File: src/rtl/ase_pkg.sv
// Shared constants for the ASE write-response channel models: LFSR seed,
// feedback polynomial and the default latency window.
package ase_pkg;

   localparam logic [7:0] WRF_LFSR_SEED   = 8'hA5;
   // x^8 + x^6 + x^5 + x^4 + 1 expressed as a mask over state bits [7:0]
   localparam logic [7:0] WRF_LFSR_TAPS   = 8'b1011_1000;
   localparam int         WRF_MIN_LATENCY = 2;
   localparam int         WRF_MAX_LATENCY = 9;

   function automatic logic lfsr_feedback(input logic [7:0] state);
      return ^(state & WRF_LFSR_TAPS);
   endfunction

endpackage

File: src/rtl/wrf_latency_lfsr.sv
// 8-bit Fibonacci LFSR that supplies pseudo-random hold latencies; it only
// steps when a transaction is accepted so the latency sequence is repeatable.
module wrf_latency_lfsr
   import ase_pkg::*;
(
   input  logic       clk,
   input  logic       rst,
   input  logic       advance,
   output logic [7:0] value
);

   logic [7:0] lfsr_q;
   logic [7:0] lfsr_d;

   always_comb begin
      lfsr_d = lfsr_q;
      if (advance) begin
         lfsr_d = {lfsr_q[6:0], lfsr_feedback(lfsr_q)};
      end
   end

   always_ff @(posedge clk or negedge rst) begin
      if (!rst) begin
         lfsr_q <= WRF_LFSR_SEED;
      end else begin
         lfsr_q <= lfsr_d;
      end
   end

   assign value = lfsr_q;

endmodule

File: src/rtl/out_of_order_wrf_channel.sv
// Write channel model: buffers header+data transactions, holds each for a
// pseudo-random latency and releases matured entries lowest-slot first.
module out_of_order_wrf_channel
   import ase_pkg::*;
#(
   parameter int NUM_TRANSACTIONS = 4,
   parameter int HDR_WIDTH        = 80,
   parameter int DATA_WIDTH       = 64,
   parameter int MIN_LATENCY      = WRF_MIN_LATENCY,
   parameter int MAX_LATENCY      = WRF_MAX_LATENCY
) (
   input  logic                                clk,
   input  logic                                rst,
   input  logic [HDR_WIDTH-1:0]                meta_in,
   input  logic [DATA_WIDTH-1:0]               data_in,
   input  logic                                valid_in,
   output logic [HDR_WIDTH-1:0]                meta_out,
   output logic [DATA_WIDTH-1:0]               data_out,
   output logic                                valid_out,
   input  logic                                read_en,
   output logic                                empty,
   output logic                                full,
   output logic                                overflow,
   output logic                                underflow,
   output logic [$clog2(NUM_TRANSACTIONS):0]   count
);

   localparam int IDX_W     = $clog2(NUM_TRANSACTIONS);
   localparam int CNT_W     = IDX_W + 1;
   localparam int LAT_W     = $clog2(MAX_LATENCY + 1);
   localparam int LAT_RANGE = MAX_LATENCY - MIN_LATENCY + 1;

   logic [NUM_TRANSACTIONS-1:0] occ_q, occ_d;
   logic [HDR_WIDTH-1:0]        meta_q [NUM_TRANSACTIONS];
   logic [HDR_WIDTH-1:0]        meta_d [NUM_TRANSACTIONS];
   logic [DATA_WIDTH-1:0]       data_q [NUM_TRANSACTIONS];
   logic [DATA_WIDTH-1:0]       data_d [NUM_TRANSACTIONS];
   logic [LAT_W-1:0]            cd_q   [NUM_TRANSACTIONS];
   logic [LAT_W-1:0]            cd_d   [NUM_TRANSACTIONS];
   logic [CNT_W-1:0]            count_q, count_d;
   logic [HDR_WIDTH-1:0]        meta_out_q, meta_out_d;
   logic [DATA_WIDTH-1:0]       data_out_q, data_out_d;
   logic                        valid_out_q, valid_out_d;
   logic                        overflow_q, overflow_d;
   logic                        underflow_q, underflow_d;

   logic [7:0]                  lfsr_value;
   logic [LAT_W-1:0]            load_latency;
   logic                        write_accept;
   logic                        read_hit;
   logic                        sel_found;
   logic [IDX_W-1:0]            alloc_idx;
   logic [IDX_W-1:0]            sel_idx;

   wrf_latency_lfsr u_lfsr (
      .clk     (clk),
      .rst     (rst),
      .advance (write_accept),
      .value   (lfsr_value)
   );

   assign full  = (count_q == CNT_W'(NUM_TRANSACTIONS));
   assign empty = (count_q == '0);

   assign load_latency = LAT_W'(MIN_LATENCY) + LAT_W'(32'(lfsr_value) % 32'(LAT_RANGE));

   // Allocation and selection both scan the pre-edge state, so a slot freed
   // this cycle is only reusable from the next one.
   always_comb begin
      alloc_idx = '0;
      sel_idx   = '0;
      sel_found = 1'b0;
      for (int i = NUM_TRANSACTIONS - 1; i >= 0; i--) begin
         if (!occ_q[i]) begin
            alloc_idx = IDX_W'(i);
         end
         if (occ_q[i] && (cd_q[i] == '0)) begin
            sel_found = 1'b1;
            sel_idx   = IDX_W'(i);
         end
      end
   end

   assign write_accept = valid_in && !full;
   assign read_hit     = read_en && sel_found;

   always_comb begin
      occ_d       = occ_q;
      meta_d      = meta_q;
      data_d      = data_q;
      cd_d        = cd_q;
      meta_out_d  = meta_out_q;
      data_out_d  = data_out_q;
      valid_out_d = 1'b0;
      overflow_d  = valid_in && full;
      underflow_d = read_en && empty;
      count_d     = count_q + CNT_W'(write_accept) - CNT_W'(read_hit);

      for (int i = 0; i < NUM_TRANSACTIONS; i++) begin
         if (occ_q[i] && (cd_q[i] != '0)) begin
            cd_d[i] = cd_q[i] - LAT_W'(1);
         end
      end

      if (read_hit) begin
         occ_d[sel_idx] = 1'b0;
         meta_out_d     = meta_q[sel_idx];
         data_out_d     = data_q[sel_idx];
         valid_out_d    = 1'b1;
      end

      if (write_accept) begin
         occ_d[alloc_idx]  = 1'b1;
         meta_d[alloc_idx] = meta_in;
         data_d[alloc_idx] = data_in;
         cd_d[alloc_idx]   = load_latency;
      end
   end

   always_ff @(posedge clk or negedge rst) begin
      if (!rst) begin
         occ_q       <= '0;
         count_q     <= '0;
         meta_out_q  <= '0;
         data_out_q  <= '0;
         valid_out_q <= 1'b0;
         overflow_q  <= 1'b0;
         underflow_q <= 1'b0;
         for (int i = 0; i < NUM_TRANSACTIONS; i++) begin
            meta_q[i] <= '0;
            data_q[i] <= '0;
            cd_q[i]   <= '0;
         end
      end else begin
         occ_q       <= occ_d;
         count_q     <= count_d;
         meta_out_q  <= meta_out_d;
         data_out_q  <= data_out_d;
         valid_out_q <= valid_out_d;
         overflow_q  <= overflow_d;
         underflow_q <= underflow_d;
         meta_q      <= meta_d;
         data_q      <= data_d;
         cd_q        <= cd_d;
      end
   end

   assign meta_out  = meta_out_q;
   assign data_out  = data_out_q;
   assign valid_out = valid_out_q;
   assign overflow  = overflow_q;
   assign underflow = underflow_q;
   assign count     = count_q;

endmodule

File: config.mk
export PLATFORM = sky130hd
export DESIGN_NAME = out_of_order_wrf_channel
export DESIGN_NICKNAME = d
export VERILOG_FILES = /design/src/rtl/ase_pkg.sv /design/src/rtl/wrf_latency_lfsr.sv /design/src/rtl/out_of_order_wrf_channel.sv
export SDC_FILE = /design/constraint.sdc
export NUM_CORES = 1
export LEC_CHECK = 0
export CAP_MARGIN = 20
export CORE_MARGIN = 2
export CORE_UTILIZATION = 45
export CTS_BUF_LIST = sky130_fd_sc_hd__clkbuf_4 sky130_fd_sc_hd__clkbuf_8
export DETAILED_ROUTE_END_ITERATION = 12
export PLACE_DENSITY = 0.65
export SLEW_MARGIN = 10
export SYNTH_ARGS = -nofsm -noshare
export SYNTH_HDL_FRONTEND = slang
export SYNTH_SLANG_ARGS = --single-unit
export TNS_END_PERCENT = 20
File: constraint.sdc
create_clock -name clk -period 7.2 [get_ports clk]
set_input_delay 1.08 -clock clk [delete_from_list [all_inputs] [get_ports clk]]
set_output_delay 1.08 -clock clk [all_outputs]
set_load 0.01 [all_outputs]
=== Word-level counts from Yosys, hierarchy flattened ===
Cells that the tools add are included.
W data, S select, Z words.

* Bits in registers: 754
* Bits in latches: 0
* Bits in writable memories: 0
* ROM bits: 0
* Input bits: 148
* Output and inout port bits: 152
* Word-level logic and storage cells: 105
* Memories kept: 0

* $add $sub $neg: 7
* Multiply operators: 0
* Div/mod/pow operators: 0
* Order comparisons: 7
* Eq/ne operators: 1
* Shift operators: 0
* Muxes and demuxes: 39
* Bitwise gates (word level): 5
* Reductions and logical operators: 26

{| class="wikitable"
|+ Operator list
! kind !! count
|-
| $bwmux W320 || 1
|-
| $bwmux W256 || 1
|-
| $mux W80 || 3
|-
| $mux W64 || 3
|-
| $bmux W80 S2 || 1
|-
| $demux W80 S2 || 1
|-
| $bmux W64 S2 || 1
|-
| $demux W64 S2 || 1
|-
| $mux W4 || 7
|-
| $bwmux W16 || 1
|-
| $logic_not A4 Y1 || 4
|-
| $mux W16 || 1
|-
| $mux W2 || 8
|-
| $reduce_bool A4 Y1 || 4
|-
| $sub A4 B1 Y4 const B || 4
|-
| $logic_and A1 B1 Y1 || 15
|-
| $demux W4 S2 || 1
|-
| $reduce_xor A8 Y1 || 1
|-
| $mux W1 || 7
|-
| $ge A3 B3 Y1 const B || 2
|-
| $lt A2 B3 Y1 const B || 2
|-
| $not A2 Y3 || 2
|-
| $add A2 B3 Y4 const A || 1
|-
| $and A4 B4 Y4 || 1
|-
| other kinds (10) || 12
|}

=== Logic depth before layout (Yosys ltp) ===
Gate-level depths: netlist of the first run.

* Depth after elaboration: 15
* Gate-level depth with buffers: 15
* Mapped depth without buffers: 11

=== By module ===
A second synthesis of the first run with hierarchy kept.

* Cell total of the unflattened synthesis: 3005
* Area total of the unflattened synthesis: 34468.1 um^2

{| class="wikitable"
|+ By module, submodules not included
! module !! instances !! cells each !! area an instance (um^2) !! seq. area each (um^2)
|-
| out_of_order_wrf_channel || 1 || 2984 || 34144.0 || 18667.9
|-
| wrf_latency_lfsr || 1 || 21 || 324.1 || 205.2
|}

=== Least setup slack after synthesis of the first run ===
Ideal clock, no wire load.

* Path type: register to register
* From: register cd_q[8] (netlist bit)
* To: register count_q[2] (netlist: count[2])
* Library setup time: 0.129 ns
* Arrival time: 2.909 ns
* Data required time: 7.071 ns
* Slack: 4.162 ns
* Cell stages (with the launch flop): 16
* Buffers on the path: 4
* Clock period less this slack: 3.038 ns
* Cells stage by stage: dfrtp_1 -> inv_1 -> ha_1 -> nor4bb_1 -> buf_2 -> o41a_1 -> buf_4 -> buf_2 -> buf_2 -> ha_1 -> inv_1 -> ha_1 -> inv_1 -> fa_1 -> xnor2_1 -> xnor2_1

* Cells in the longest elaborated chain, start to end: 6

{| class="wikitable"
|+ RTL lines
! item !! line !! source
|-
| from (decl) || out_of_order_wrf_channel.sv:38 || <nowiki>logic [LAT_W-1:0] cd_q [NUM_TRANSACTIONS];</nowiki>
|-
| from (signal, indexed assignment) || out_of_order_wrf_channel.sv:132 || <nowiki>cd_q[i] <= '0;</nowiki>
|-
| from (signal assigned) || out_of_order_wrf_channel.sv:144 || <nowiki>cd_q <= cd_d;</nowiki>
|-
| $logic_not A4 Y1 || out_of_order_wrf_channel.sv:77 || <nowiki>if (occ_q[i] && (cd_q[i] == '0)) begin</nowiki>
|-
| $logic_and A1 B1 Y1 || out_of_order_wrf_channel.sv:77 ||
|-
| $mux W1 (2 in series) || out_of_order_wrf_channel.sv:77 ||
|-
| $logic_and A1 B1 Y1 || out_of_order_wrf_channel.sv:85 || <nowiki>assign read_hit = read_en && sel_found;</nowiki>
|-
| net read_hit || out_of_order_wrf_channel.sv:50 || <nowiki>logic read_hit;</nowiki>
|-
| $sub A3 B1 Y3 || out_of_order_wrf_channel.sv:97 || <nowiki>count_d = count_q + CNT_W'(write_accept) - CNT_W'(read_hit);</nowiki>
|-
| net count_d[2] || out_of_order_wrf_channel.sv:40 || <nowiki>logic [CNT_W-1:0] count_q, count_d;</nowiki>
|-
| to (signal assigned) || out_of_order_wrf_channel.sv:136 || <nowiki>count_q <= count_d;</nowiki>
|-
| to (decl) || out_of_order_wrf_channel.sv:40 ||
|}

The timed path passes the listed nets, and every way through them passes these cells.
A chain may end at the register's enable or synchronous reset.

=== Worst setup path after layout of the first run ===
* From: register cd_q[8] (netlist bit)
* To: register meta_out_q[51] (netlist: meta_out[51])

* Cells in the longest elaborated chain, start to end: 8
* Elaborated cells between the ends (all ways): 11
* Classes of those cells: mux: 7; bitwise: 1; reduce/logical: 3

{| class="wikitable"
|+ RTL lines
! item !! line !! source
|-
| $logic_not A4 Y1 (*) || out_of_order_wrf_channel.sv:77 ||
|-
| $logic_and A1 B1 Y1 (*) || out_of_order_wrf_channel.sv:77 ||
|-
| $mux W2 (2 in series) || out_of_order_wrf_channel.sv:77 ||
|-
| $not A2 Y3 (not written as such) || out_of_order_wrf_channel.sv:107 || <nowiki>meta_out_d = meta_q[sel_idx];</nowiki>
|-
| $bmux W80 S2 || out_of_order_wrf_channel.sv:107 ||
|-
| $mux W80 (not written as such) (2 in series) || out_of_order_wrf_channel.sv:107 ||
|-
| to (signal assigned) || out_of_order_wrf_channel.sv:137 || <nowiki>meta_out_q <= meta_out_d;</nowiki>
|-
| to (decl) || out_of_order_wrf_channel.sv:41 || <nowiki>logic [HDR_WIDTH-1:0] meta_out_q, meta_out_d;</nowiki>
|}

Every way passes the cells marked *; elsewhere a longest branch is shown, timed or not. The select of a mux whose other input is x is not followed.

==> results of run 1 <==
sequential cells by signal (all words and copies together) (netlist names):
name / cells
count: 3
underflow: 1
cd_q: 16
data_out: 64
u_lfsr.value: 8
data_q: 256
valid_out: 1
overflow: 1
meta_out: 80
meta_q: 320
occ_q: 4
critical path, stage by stage, from the launching register on:
cell and delay (ns):
dfrtp_1 0.37, inv_1 0.11, ha_1 0.25, nor4bb_4 0.64, o41a_2 0.29, buf_12 0.70
buf_4 0.86, nor2_1 0.11, a31oi_1 0.20
final cells by class:
type,count,area [sq um]
Timing Repair Buffer,336,3350
Sequential cell,754,18900
Fill cell,5964,32400
Clock buffer,220,2700
Antenna cell,6,15.0
Multi-Input combinational cell,1561,12600
Clock inverter,18,173
Inverter,16,60.1
Tap cell,950,1190
cell usage after synthesis:
master	count
nor3_1	6
nand4_1	148
mux2i_1	4
buf_6	2
buf_4	10
nor3b_1	1
buf_1	13
xor2_1	5
and3b_1	1
a31oi_1	144
nor4bb_1	2
o31ai_1	1
a211oi_2	1
or3b_1	1
mux2_2	588
nor3_4	1
ha_1	10
o41a_1	1
or3b_2	4
xnor2_1	11
a21o_1	145
nand2b_1	1
a22oi_1	144
o21ai_0	6
nand4bb_1	2
clkbuf_1	80
dfrtp_1	750
nor2b_1	1
o41ai_1	1
dfstp_2	4
nor2_1	154
fa_1	1
o31ai_4	1
a21oi_1	8
and4bb_2	2
inv_1	16
and2_1	1
or4bb_1	1
nand3_1	6
nand2_1	158
buf_2	108
power by group:
group | internal (mW) | switching, mW | total, mW
Combinational | 3.47 | 3.28 | 6.76
Sequential | 6.41 | 1.22 | 7.64
Clock | 2.44 | 1.75 | 4.19
Total | 12.3 | 6.26 | 18.6
worst max path at each step:
stage                     depth (start not counted)  slack [ns]      endpoint    start
final                                             8        3.37  meta_out[51]  cd_q[8]
after global routing                              8        3.18  meta_out[43]  cd_q[8]
after CTS                                         8        3.40  meta_out[51]  cd_q[8]
after detailed placement                          6        3.23  meta_out[51]  read_en
after global placement                            6        3.32  meta_out[68]  read_en
after floorplan                                  15        4.16      count[2]  cd_q[8]
per-stage QoR:
step           cells  area (sq um)
6_report        3861         38900
3_3_place_gp    3617         36000
5_1_grt         3861         38900
3_5_place_dp    3617         36000
4_1_cts         3855         38900
2_1_floorplan   2544         32400
metal layers:
layer,global-route usage (%),up-vias
met2,39.6,644
met1,31.1,11800
met4,9.12,0
met5,0,-
li1,-,9812
met3,4.25,157
cell families (layout without fill, tap and decap cells):
logic type	count (synthesis)	after routing
adder cells (fa/ha/maj)	11	11
XOR/XNOR	16	16
multiplexers	592	592
flip-flops	754	754
AND/OR/NAND/NOR	490	490
buffers and inverters	229	590
AO/OA/AOI/OAI	452	452
other	0	6
==> impl_metrics.csv, run 1 <==
group,metric,value,unit
run_status,status,"completed",
die,ios,300,
worst_setup_path,crit_fanout,212,
die,die_area,0.0742,sq mm
logic_synthesis,synthXorXnorAreaFrac,0.433,%
layout,final_util,54.5,%
clock_network,hold_buffers,0,
clock_network,cts_root_buffer,"clkbuf_8",
clock_network,numCtsBuffers,134,
logic_synthesis,netlist_area,0.0324,sq mm
timing,clock_skew,0.0314,ns
logic_synthesis,synth_seq_area_share,58.3,%
worst_setup_path,cp.arrival,4.50,ns
timing,finalCritPeriodShare,53.2,%
logic_synthesis,synth_fa_ha_area_share,0.448,%
detailed_routing,drt_iter0_markers,1574,
layout,layout_common_cells,"dfrtp_1, mux2_2, clkdlybuf4s50_1",
logic_synthesis,synth.area.top_cells,"dfrtp_1, mux2_2, a21o_1",
clock_network,post-cts-setup-buffers,0,
worst_setup_path,worstSetupStartpointType,"flip-flop",
timing,slew_violations,0,
die,initial_utilization,45.4,%
logic_synthesis,yosysWarnings,0,
placed_design,dpl.hpwl,46.6,mm
die,dieHeight,272,um
run,max-cap-violations,0,
power_and_ir_drop,peakVddDrop,368,uV
timing,grt_setup_unrepaired,"no",
clock_network,cts_resized,0,
detailed_routing,top_layer,"met4",
timing,whs,0.338,ns
global_routing,grt_overflow,0,
layout,drive_gt1_share,30.4,%
layout,final_common_cell,"dfrtp_1",
placed_design,dpl_worst_slack,3.23,ns
logic_synthesis,ys_ff_latch,754,
detailed_routing,viasPerCell,5.81,
worst_setup_path,ff2ff_setup_slack,3.37,ns
global_routing,antenna_found_initial,6,
timing,setup_tns,0,ns
clock_network,cts_max_level,4,
timing,slew_headroom,26.4,%
timing,setup_slack,3.37,ns
timing,max_freq,261,MHz
timing,worstMarginPinSlew,1.10,ns
layout,areaGrowthSynthToFinish,20.1,%
worst_hold_path,hp-class,"in2async",
power_and_ir_drop,power_density,478,mW/mm^2
worst_setup_path,r2r_start,"cd_q[8]",
logic_synthesis,synth_top_family_by_area,"multiplexers",
worst_setup_path,critPathKind,"reg2reg",
timing,layout_min_cycle_time,3.83,ns
worst_setup_path,rr_worst_depth,8,
global_routing,grt_max_degree,213,
logic_synthesis,synth_top_cell_by_area,"dfrtp_1",
die,placementRows,98,
detailed_routing,dr_wl_met2,43.0,mm
detailed_routing,vias,22400,
clock_network,clkTransAtPathRegs,0.06,ns
layout,final_net_count,2962,
timing,hold_viol_final,0,
global_routing,grt_pass1_wl,139,mm
worst_setup_path,critPathCaptureType,"flip-flop",
power_and_ir_drop,p_leak,16.2,nW
detailed_routing,ant_nets,0,
placed_design,gp_congestion,0.752,
clock_network,clockBufferDepth,3,
logic_synthesis,synth_compound_area_share,9.88,%
logic_synthesis,synth_mux_area_share,20.6,%
detailed_routing,drcViolationCount,0,
detailed_routing,met3_wirelength,4.47,mm
die,core-area,0.0714,sq mm
placed_design,io_buffer_count,299,
detailed_routing,wl,87.6,mm
detailed_routing,drt-met1-wl,38.0,mm
worst_setup_path,worstPathRequired,7.86,ns
logic_synthesis,ys_types,41,
timing,setup_violations,0,
logic_synthesis,synth_cells,2544,
detailed_routing,firstDrtPassIters,5,
die,die_w,272,um
detailed_routing,route.detailed.wl_per_inst,22.7,um
logic_synthesis,syn-num-nets,2703,
clock_network,cts_tree,"done",
clock_network,worstSkewPairLatency,0.77,ns
global_routing,track_usage,23.8,%
global_routing,grt_pass1_vias,24300,
power_and_ir_drop,finalPower,18.6,mW
worst_setup_path,r2r-end,"meta_out[51]",
logic_synthesis,syn_avg_cell_area,12.7,sq um
logic_synthesis,synth_top_area_share,57.9,%
clock_network,clock-sinks,754,
logic_synthesis,yosys.area_share.simple,7.19,%
Note: power is estimated with default switching activity, not from simulation.
==> inputs of run 2 (changes only) <==
--- a/config.mk
+++ b/config.mk
@@ -10,7 +10,7 @@
 export CORE_UTILIZATION = 45
 export CTS_BUF_LIST = sky130_fd_sc_hd__clkbuf_4 sky130_fd_sc_hd__clkbuf_8
 export DETAILED_ROUTE_END_ITERATION = 12
-export PLACE_DENSITY = 0.65
+export PLACE_DENSITY = 0.68
 export SLEW_MARGIN = 10
 export SYNTH_ARGS = -nofsm -noshare
 export SYNTH_HDL_FRONTEND = slang
==> constraint.sdc (replaced) <==
create_clock -name clk -period 3.4 [get_ports clk]
set_input_delay 0.51 -clock clk [delete_from_list [all_inputs] [get_ports clk]]
set_output_delay 0.51 -clock clk [all_outputs]
set_load 0.01 [all_outputs]
==> impl_metrics.csv, run 2 (same netlist as run 1, synthesis figures left out) <==
group,metric,value,unit
worst_setup_path,r2r_start,"cd_q[8]",
clock_network,clock-sinks,754,
global_routing,grt_pass1_vias,24200,
global_routing,grt_max_degree,149,
worst_setup_path,crit_chain,"or3b_1 -> inv_1 -> clkdlybuf4s50_1",
worst_setup_path,ff2ff_setup_slack,0.40,ns
worst_setup_path,crit_slowest_cell,"clkdlybuf4s50_1",
worst_setup_path,cp.arrival,2.59,ns
die,die_w,272,um
timing,setup_tns,0,ns
timing,grt_setup_unrepaired,"no",
die,dieHeight,272,um
timing,layout_min_cycle_time,3.10,ns
global_routing,top_usage_layer,"met2",
detailed_routing,firstDrtPassIters,7,
clock_network,numCtsBuffers,132,
clock_network,cts_max_level,4,
worst_setup_path,critPathKind,"reg2out",
clock_network,post-cts-setup-buffers,0,
run,max-cap-violations,0,
die,core-area,0.0714,sq mm
power_and_ir_drop,p_comb_share,37.4,%
clock_network,hold_buffers,1,
detailed_routing,viasPerCell,5.83,
layout,final_common_cell,"dfrtp_1",
placed_design,io_buffer_count,299,
worst_setup_path,crit_fanout,6,
global_routing,antenna_found_initial,13,
power_and_ir_drop,peakVddDrop,773,uV
worst_setup_path,cpPeakStageDelay,0.70,ns
power_and_ir_drop,p_leak,16.3,nW
detailed_routing,vias,22500,
layout,final_net_count,2971,
layout,final_util,54.8,%
global_routing,grt_overflow,0,
worst_setup_path,rr_worst_depth,8,
clock_network,clkTransAtPathRegs,0.05,ns
global_routing,grt_pass1_wl,138,mm
die,die_area,0.0742,sq mm
global_routing,met3_usage,5.58,%
timing,slew_headroom,36.5,%
layout,drive_gt1_share,30.3,%
global_routing,use_met1,30.1,%
layout,areaGrowthSynthToFinish,20.7,%
worst_setup_path,worstPathRequired,2.89,ns
die,initial_utilization,45.4,%
power_and_ir_drop,clockPowerShare,21.6,%
clock_network,worstSkewPairLatency,0.78,ns
layout,layout_common_cells,"dfrtp_1, mux2_2, clkdlybuf4s50_1",
worst_setup_path,path_buf_inv,2,
power_and_ir_drop,power_density,1000,mW/mm^2
timing,slew_violations,0,
worst_setup_path,r2r-end,"meta_out[73]",
placed_design,dpl.hpwl,48.0,mm
power_and_ir_drop,power_frac_seq,41.0,%
die,ios,300,
global_routing,track_usage,23.8,%
clock_network,cts_tree,"done",
layout,largest_register_ffs,320,
placed_design,gp_congestion,0.770,
timing,finalCritPeriodShare,91.1,%
layout,largest_register,"meta_q",
timing,clock_skew,0.0349,ns
detailed_routing,drt_iter0_markers,1638,
power_and_ir_drop,swShare,34.0,%
power_and_ir_drop,p_int,25.8,mW
timing,worstMarginPinSlew,0.952,ns
clock_network,cts_resized,0,
timing,setup_violations,0,
power_and_ir_drop,p_sw,13.3,mW
detailed_routing,route.detailed.wl_per_inst,22.7,um
die,placementRows,98,
detailed_routing,drcViolationCount,0,
timing,hold_viol_final,0,
clock_network,clockBufferDepth,3,
global_routing,use_met2,39.2,%
clock_network,cts_root_buffer,"clkbuf_8",
worst_setup_path,worstSetupStartpointType,"flip-flop",
run_status,status,"completed",
worst_setup_path,critPathCaptureType,"output port",
detailed_routing,ant_nets,0,
detailed_routing,wl,87.7,mm
worst_hold_path,hp-class,"in2async",
worst_setup_path,crit_family,"buffers and inverters",
timing,max_freq,323,MHz
## run 2: worst max path at each step
| stage | startpoint | end | slack (ns) | cells after the start |
|---|---|---|---|---|
| after global routing | cd_q[9] | meta_out[78] | 0.18 | 8 |
| after global placement | cd_q[8] | meta_out[61] | 0.48 | 8 |
| after detailed placement | cd_q[8] | meta_out[48] | 0.44 | 8 |
| after CTS | count[1] | full | 0.24 | 3 |
| after floorplan | cd_q[8] | count[2] | 0.36 | 15 |
| final | count[1] | full | 0.30 | 3 |
## run 2: layout make-up
class                           instances  area (sq um)
Clock buffer                          207          2500
Antenna cell                            8          20.0
Fill cell                            5869         32200
Sequential cell                       754         18900
Tap cell                              950          1190
Timing Repair Buffer                  347          3720
Clock inverter                         19           199
Multi-Input combinational cell       1561         12600
Inverter                               16          60.1
## run 2: metrics by stage
| step | area [sq um] | worst slack [ns] | power [mW] | hold slack (ns) | instances |
|---|---|---|---|---|---|
| global route | 39100 | 0.181 | 41.6 | 0.349 | 3861 |
| detailed placement | 36400 | 0.440 | 30.9 | 0.492 | 3627 |
| CTS | 39100 | 0.242 | 39.5 | 0.301 | 3854 |
| global placement | 36400 | 0.477 | 30.1 | 0.485 | 3627 |
| finish | 39100 | 0.304 | 39.2 | 0.319 | 3862 |
| floorplan | 32400 | 0.362 | 25.2 | 0.214 | 2544 |
## run 2: layer usage
| metal | wire length (um) | vias up | part of all wire (%) |
|---|---|---|---|
| met2 | 42900 | 730 | 49 |
| met4 | 2850 | 10 | 3.2 |
| met1 | 36500 | 11800 | 42 |
| met3 | 5470 | 185 | 6.2 |
| li1 | - | 9823 | - |
| met5 | 61 | - | 0.070 |
## run 2: power groups by stage
| stage | Clock [mW] | Combinational [mW] | Sequential, mW |
|---|---|---|---|
| floorplan | 0 | 9.35 | 15.8 |
| finish | 8.44 | 14.6 | 16.1 |
| detailed placement | 0 | 14.7 | 16.2 |
| global route | 9.09 | 15.9 | 16.6 |
| CTS | 8.67 | 14.8 | 16.1 |
| global placement | 0 | 14.2 | 15.8 |
